[src/rtl/power_pkg.sv]
// Shared widths and output FSM encoding for the power-stage result serializer.
package power_pkg;
    localparam int DATA_WIDTH = 32;
    localparam int DEPTH      = 4;

    typedef enum logic [1:0] {
        IDLE    = 2'd0,
        SEND_LO = 2'd1,
        SEND_HI = 2'd2
    } state_e;
endpackage

[src/rtl/result_fifo.sv]
// Synchronous FIFO holding whole results; head is read combinationally from the read pointer.
// Storage is not reset, only pointers and occupancy count are.
module result_fifo #(
    parameter int WIDTH = 64,
    parameter int DEPTH = 4
) (
    input  logic                       clk,
    input  logic                       reset,
    input  logic                       push_i,
    input  logic                       pop_i,
    input  logic [WIDTH-1:0]           wdata_i,
    output logic [WIDTH-1:0]           head_o,
    output logic                       full_o,
    output logic                       empty_o,
    output logic [$clog2(DEPTH+1)-1:0] count_o
);
    localparam int AW = $clog2(DEPTH);
    localparam int CW = $clog2(DEPTH+1);

    logic [WIDTH-1:0] mem_q [DEPTH];
    logic [AW-1:0]    wr_ptr_q, wr_ptr_d;
    logic [AW-1:0]    rd_ptr_q, rd_ptr_d;
    logic [CW-1:0]    count_q, count_d;

    always_comb begin
        // DEPTH is a power of two, so pointers wrap naturally.
        wr_ptr_d = push_i ? wr_ptr_q + AW'(1) : wr_ptr_q;
        rd_ptr_d = pop_i  ? rd_ptr_q + AW'(1) : rd_ptr_q;
        count_d  = count_q;
        case ({push_i, pop_i})
            2'b10:   count_d = count_q + CW'(1);
            2'b01:   count_d = count_q - CW'(1);
            default: count_d = count_q;
        endcase
    end

    always_ff @(posedge clk) begin
        if (reset) begin
            wr_ptr_q <= '0;
            rd_ptr_q <= '0;
            count_q  <= '0;
        end else begin
            wr_ptr_q <= wr_ptr_d;
            rd_ptr_q <= rd_ptr_d;
            count_q  <= count_d;
        end
    end

    always_ff @(posedge clk) begin
        if (push_i) begin
            mem_q[wr_ptr_q] <= wdata_i;
        end
    end

    assign head_o  = mem_q[rd_ptr_q];
    assign full_o  = (count_q == CW'(DEPTH));
    assign empty_o = (count_q == '0);
    assign count_o = count_q;
endmodule

[src/rtl/result_serializer.sv]
// Buffers double-width results and emits each as low word then high word (o_last on high).
// Upstream cannot be stalled: a result arriving to a full buffer with no pop is dropped and flagged.
module result_serializer
    import power_pkg::*;
#(
    parameter int DATA_WIDTH = power_pkg::DATA_WIDTH,
    parameter int DEPTH      = power_pkg::DEPTH
) (
    input  logic                       clk,
    input  logic                       reset,
    input  logic                       i_valid,
    input  logic [2*DATA_WIDTH-1:0]    i_data,
    input  logic                       i_ready,
    output logic                       o_valid,
    output logic [DATA_WIDTH-1:0]      o_data,
    output logic                       o_last,
    output logic                       o_overflow,
    output logic [$clog2(DEPTH+1)-1:0] o_count
);
    localparam int CW = $clog2(DEPTH+1);

    state_e                    state_q, state_d;
    logic                      overflow_q, overflow_d;
    logic                      push, pop;
    logic                      full, empty;
    logic [CW-1:0]             count;
    logic [2*DATA_WIDTH-1:0]   head;

    // A full buffer still accepts a result when the head leaves in the same cycle.
    assign pop  = (state_q == SEND_HI) && i_ready;
    assign push = i_valid && (!full || pop);

    result_fifo #(
        .WIDTH (2*DATA_WIDTH),
        .DEPTH (DEPTH)
    ) u_fifo (
        .clk     (clk),
        .reset   (reset),
        .push_i  (push),
        .pop_i   (pop),
        .wdata_i (i_data),
        .head_o  (head),
        .full_o  (full),
        .empty_o (empty),
        .count_o (count)
    );

    always_comb begin
        state_d    = state_q;
        overflow_d = overflow_q | (i_valid && full && !pop);
        o_valid    = 1'b0;
        o_data     = '0;
        o_last     = 1'b0;
        case (state_q)
            IDLE: begin
                if (!empty) state_d = SEND_LO;
            end
            SEND_LO: begin
                o_valid = 1'b1;
                o_data  = head[DATA_WIDTH-1:0];
                if (i_ready) state_d = SEND_HI;
            end
            SEND_HI: begin
                o_valid = 1'b1;
                o_data  = head[2*DATA_WIDTH-1:DATA_WIDTH];
                o_last  = 1'b1;
                if (i_ready) state_d = ((count > CW'(1)) || push) ? SEND_LO : IDLE;
            end
            default: state_d = IDLE;
        endcase
    end

    always_ff @(posedge clk) begin
        if (reset) begin
            state_q    <= IDLE;
            overflow_q <= 1'b0;
        end else begin
            state_q    <= state_d;
            overflow_q <= overflow_d;
        end
    end

    assign o_overflow = overflow_q;
    assign o_count    = count;
endmodule

[config.mk]
export PLATFORM = sky130hd
export DESIGN_NAME = result_serializer
export DESIGN_NICKNAME = d
export VERILOG_FILES = /design/src/rtl/power_pkg.sv /design/src/rtl/result_fifo.sv /design/src/rtl/result_serializer.sv
export SDC_FILE = /design/constraint.sdc
export NUM_CORES = 1
export LEC_CHECK = 0
export CORE_ASPECT_RATIO = 0.9
export CORE_MARGIN = 3
export CORE_UTILIZATION = 55
export CTS_CLUSTER_DIAMETER = 80
export DETAILED_ROUTE_END_ITERATION = 16
export GPL_ROUTABILITY_DRIVEN = 0
export GPL_TIMING_DRIVEN = 0
export PLACE_DENSITY_LB_ADDON = 0.3
export SYNTH_ARGS = -nofsm -noshare
export SYNTH_HDL_FRONTEND = slang
export SYNTH_SLANG_ARGS = --single-unit
[constraint.sdc]
create_clock -name clk -period 4.8 [get_ports clk]
set_input_delay 1.2 -clock clk [delete_from_list [all_inputs] [get_ports clk]]
set_output_delay 1.2 -clock clk [all_outputs]
set_load 0.01 [all_outputs]
==> results.ini <==
[clock_network]
cts_tree = built
cts_buffers = 27
htree_levels = 1
clock_latency_ps = 520
clockBufferDepth = 3
cts_setup_buffers = 0
postCtsHoldBufs = 0
root_buffer = clkbuf_16
post_cts_resized = 0
clkSinkCount = 268
clkTransAtPathRegs_ps = 70

[sta]
fin_crit_sh = 0.955
hold_viol_final = 0
fmax_mhz = 218
rsz0062_at_grt = false
setup_viol = 0
period_minus_slack_ps = 4580
drv_slew = 0
slew_headroom = 0.555
tns_ps = 0
finClkSkew_ps = 15.6
tightest_slew_ps = 667
fin_ws_ps = 218

[final_layout]
register_area_um2 = 7930
utilization = 0.687
fillers = 1202
insertedDiodeCount = 0
fin_cells = 855
syn2layout_area_growth_pct = 22.0
nNetsFinal = 675
layout-drive-gt1-share = 0.162
multi_input_area_um2 = 2290

[critical_path]
crit_path_cell_trace = inv_1, ha_1, clkbuf_1, and2_1, buf_1, clkbuf_1, a32o_1, clkdlybuf4s50_1
reg2reg_setup_slack_ps = 2040
critical_path.endpoint_type = primary output
worst_path_max_delay_cell = clkdlybuf4s50_1
path_common_cell = clkbuf_1
critPathMaxStageDelay_ps = 550
critical_path_class = reg2out
crit_required_ps = 3600
critPathMaxFanout = 10
worstPathArrival_ps = 3380
critPathLaunchType = flip-flop

[floorplan]
start_util = 0.563
core-area_um2 = 18500
die_x_um = 151
pin_count = 106
fp-row-count = 47
die_area_um2 = 20600
die_y_um = 137

[yosys]
yosysSeqAreaShare = 0.760
syn_area_um2 = 10400
yosys.area.top_type_share = 0.737
syn_nets = 537
postSynthCellCount = 455
synth_warnings = 0
avgSynthCellArea_um2 = 22.9
ys_types = 28
ys_top_cells_by_area = edfxtp_1 (74%), mux4_2 (8.0%), mux4_1 (6.8%)
synth-seq-cells = 268
yosys.area.top_type = edfxtp_1

[place]
dp.cells = 809
place_ws_ps = 753
portBuffers = 105
hpwlAfterDp_um = 12300

[global_route]
grt_pass1_vias = 5389
grt_pass1_wl_um = 30300
grt_max_degree = 39
grt-ovfl-total = 0
grt.total_usage = 0.195
antenna_found_initial = 0

[pwr]
leakage_nw = 4.09
vdd_drop_max_v = 0.000335
pwr_density_cell_nw_per_um2 = 435

[detailed_routing]
wl_per_cell_um = 23.1
drt_pass1_iterations = 4
vias = 5077
route.detailed.drc = 0
wirelength_um = 19800
viasPerCell = 5.94
drtIter0Drc = 306
drtAntennaViolNets = 0

[outcome]
status = finished, final reports clean

[flow_run]
maxCapViolCount = 0

[min_path]
hold_path.class = reg2reg

==> flip-flops by register name (all words and copies together) (netlist names), named ones only <==
signal / cells
u_fifo.wr_ptr_q: 2
u_fifo.mem_q: 256
state_q: 2
u_fifo.count_o: 3
o_overflow: 1
u_fifo.rd_ptr_q: 2
==> synthesized netlist by cell type <==
cell,instances
a211oi_1,1
a21oi_1,3
a32o_1,32
and2_1,6
buf_1,3
buf_12,3
buf_2,6
buf_6,4
clkbuf_1,11
clkbuf_2,1
dfxtp_1,12
edfxtp_1,256
ha_1,14
inv_1,6
inv_2,1
mux2i_1,3
mux4_1,27
mux4_2,37
nand2_1,4
nor2_1,13
nor2b_1,1
nor3_1,1
o21ai_0,2
o22ai_1,1
or3_1,1
or4b_1,1
xnor2_1,2
xor2_1,3
==> metal layers <==
layer,GRT usage,share of wire,vias to the layer above
met5,0,0,-
met3,0.0315,0.059,29
met2,0.331,0.51,177
li1,-,-,2237
met4,0.0433,0.019,0
met1,0.271,0.41,2634
==> where the power goes <==
group          total (mW)  switching (mW)  internal [mW]
Clock                1.93           0.802           1.13
Combinational       0.836           0.444          0.392
Sequential           2.76          0.0430           2.72
==> final cells by class <==
class | instances | area share
flip-flops and latches | 268 | 0.623
multi-input cells | 152 | 0.180
repair buffers | 109 | 0.0907
clock buffers | 28 | 0.0534
well taps | 245 | 0.0241
plain buffers | 28 | 0.0152
clock inverters | 18 | 0.0112
inverters | 7 | 0.00207
==> placed cells by master, fill, tap and decap left out, drive strengths merged <==
cell and count:
a211oi 1, clkdlybuf4s50 105, mux4 64, edfxtp 256, mux2i 3, clkbuf 40, nor3 1, clkinv 13
o21ai 2, or4b 1, ha 14, inv 9, nor2 13, xor2 3, and2 6, buf 20
nand2 4, xnor2 2, clkinvlp 1, bufinv 2, nor2b 1, o22ai 1, dfxtp 12, or3 1
a32o 32, a21oi 3
==> critical path: cells and delay by family, from the launching register on <==
kind	cells	cell delay, ps
flops	1	420
fa+ha+maj	1	330
simple gates	1	170
compound gates	1	270
buf+inv	5	1670
==> kinds of logic (layout without fill, tap and decap cells) <==
family	count (synthesis)	in the layout	synth area share
multiplexers	67	67	0.151
XOR/XNOR	5	5	0.00420
flip-flops	268	268	0.760
adder cells (fa/ha/maj)	14	14	0.0168
AND/OR/NAND/NOR	27	27	0.0124
buffers and inverters	35	190	0.0210
AO/OA/AOI/OAI	39	39	0.0344
==> stage by stage <==
step	area, um^2	power [mW]	hold WS [ps]
3_5_place_dp	11900	3.65	484
4_1_cts	12700	5.58	500
3_3_place_gp	11800	3.61	484
6_report	12700	5.53	497
2_1_floorplan	10400	3.27	482
5_1_grt	12700	5.74	526
==> worst paths after layout <==
path              startpoint                   to  cells past startpoint
setup / recovery  state_q[0]           o_data[27]                      8
setup reg to reg  state_q[0]  u_fifo.mem_q[1][60]                      9
hold / removal    o_overflow           o_overflow                      2
hold reg to reg   o_overflow           o_overflow                      2
No activity file was read; power rests on OpenSTA's default activity.
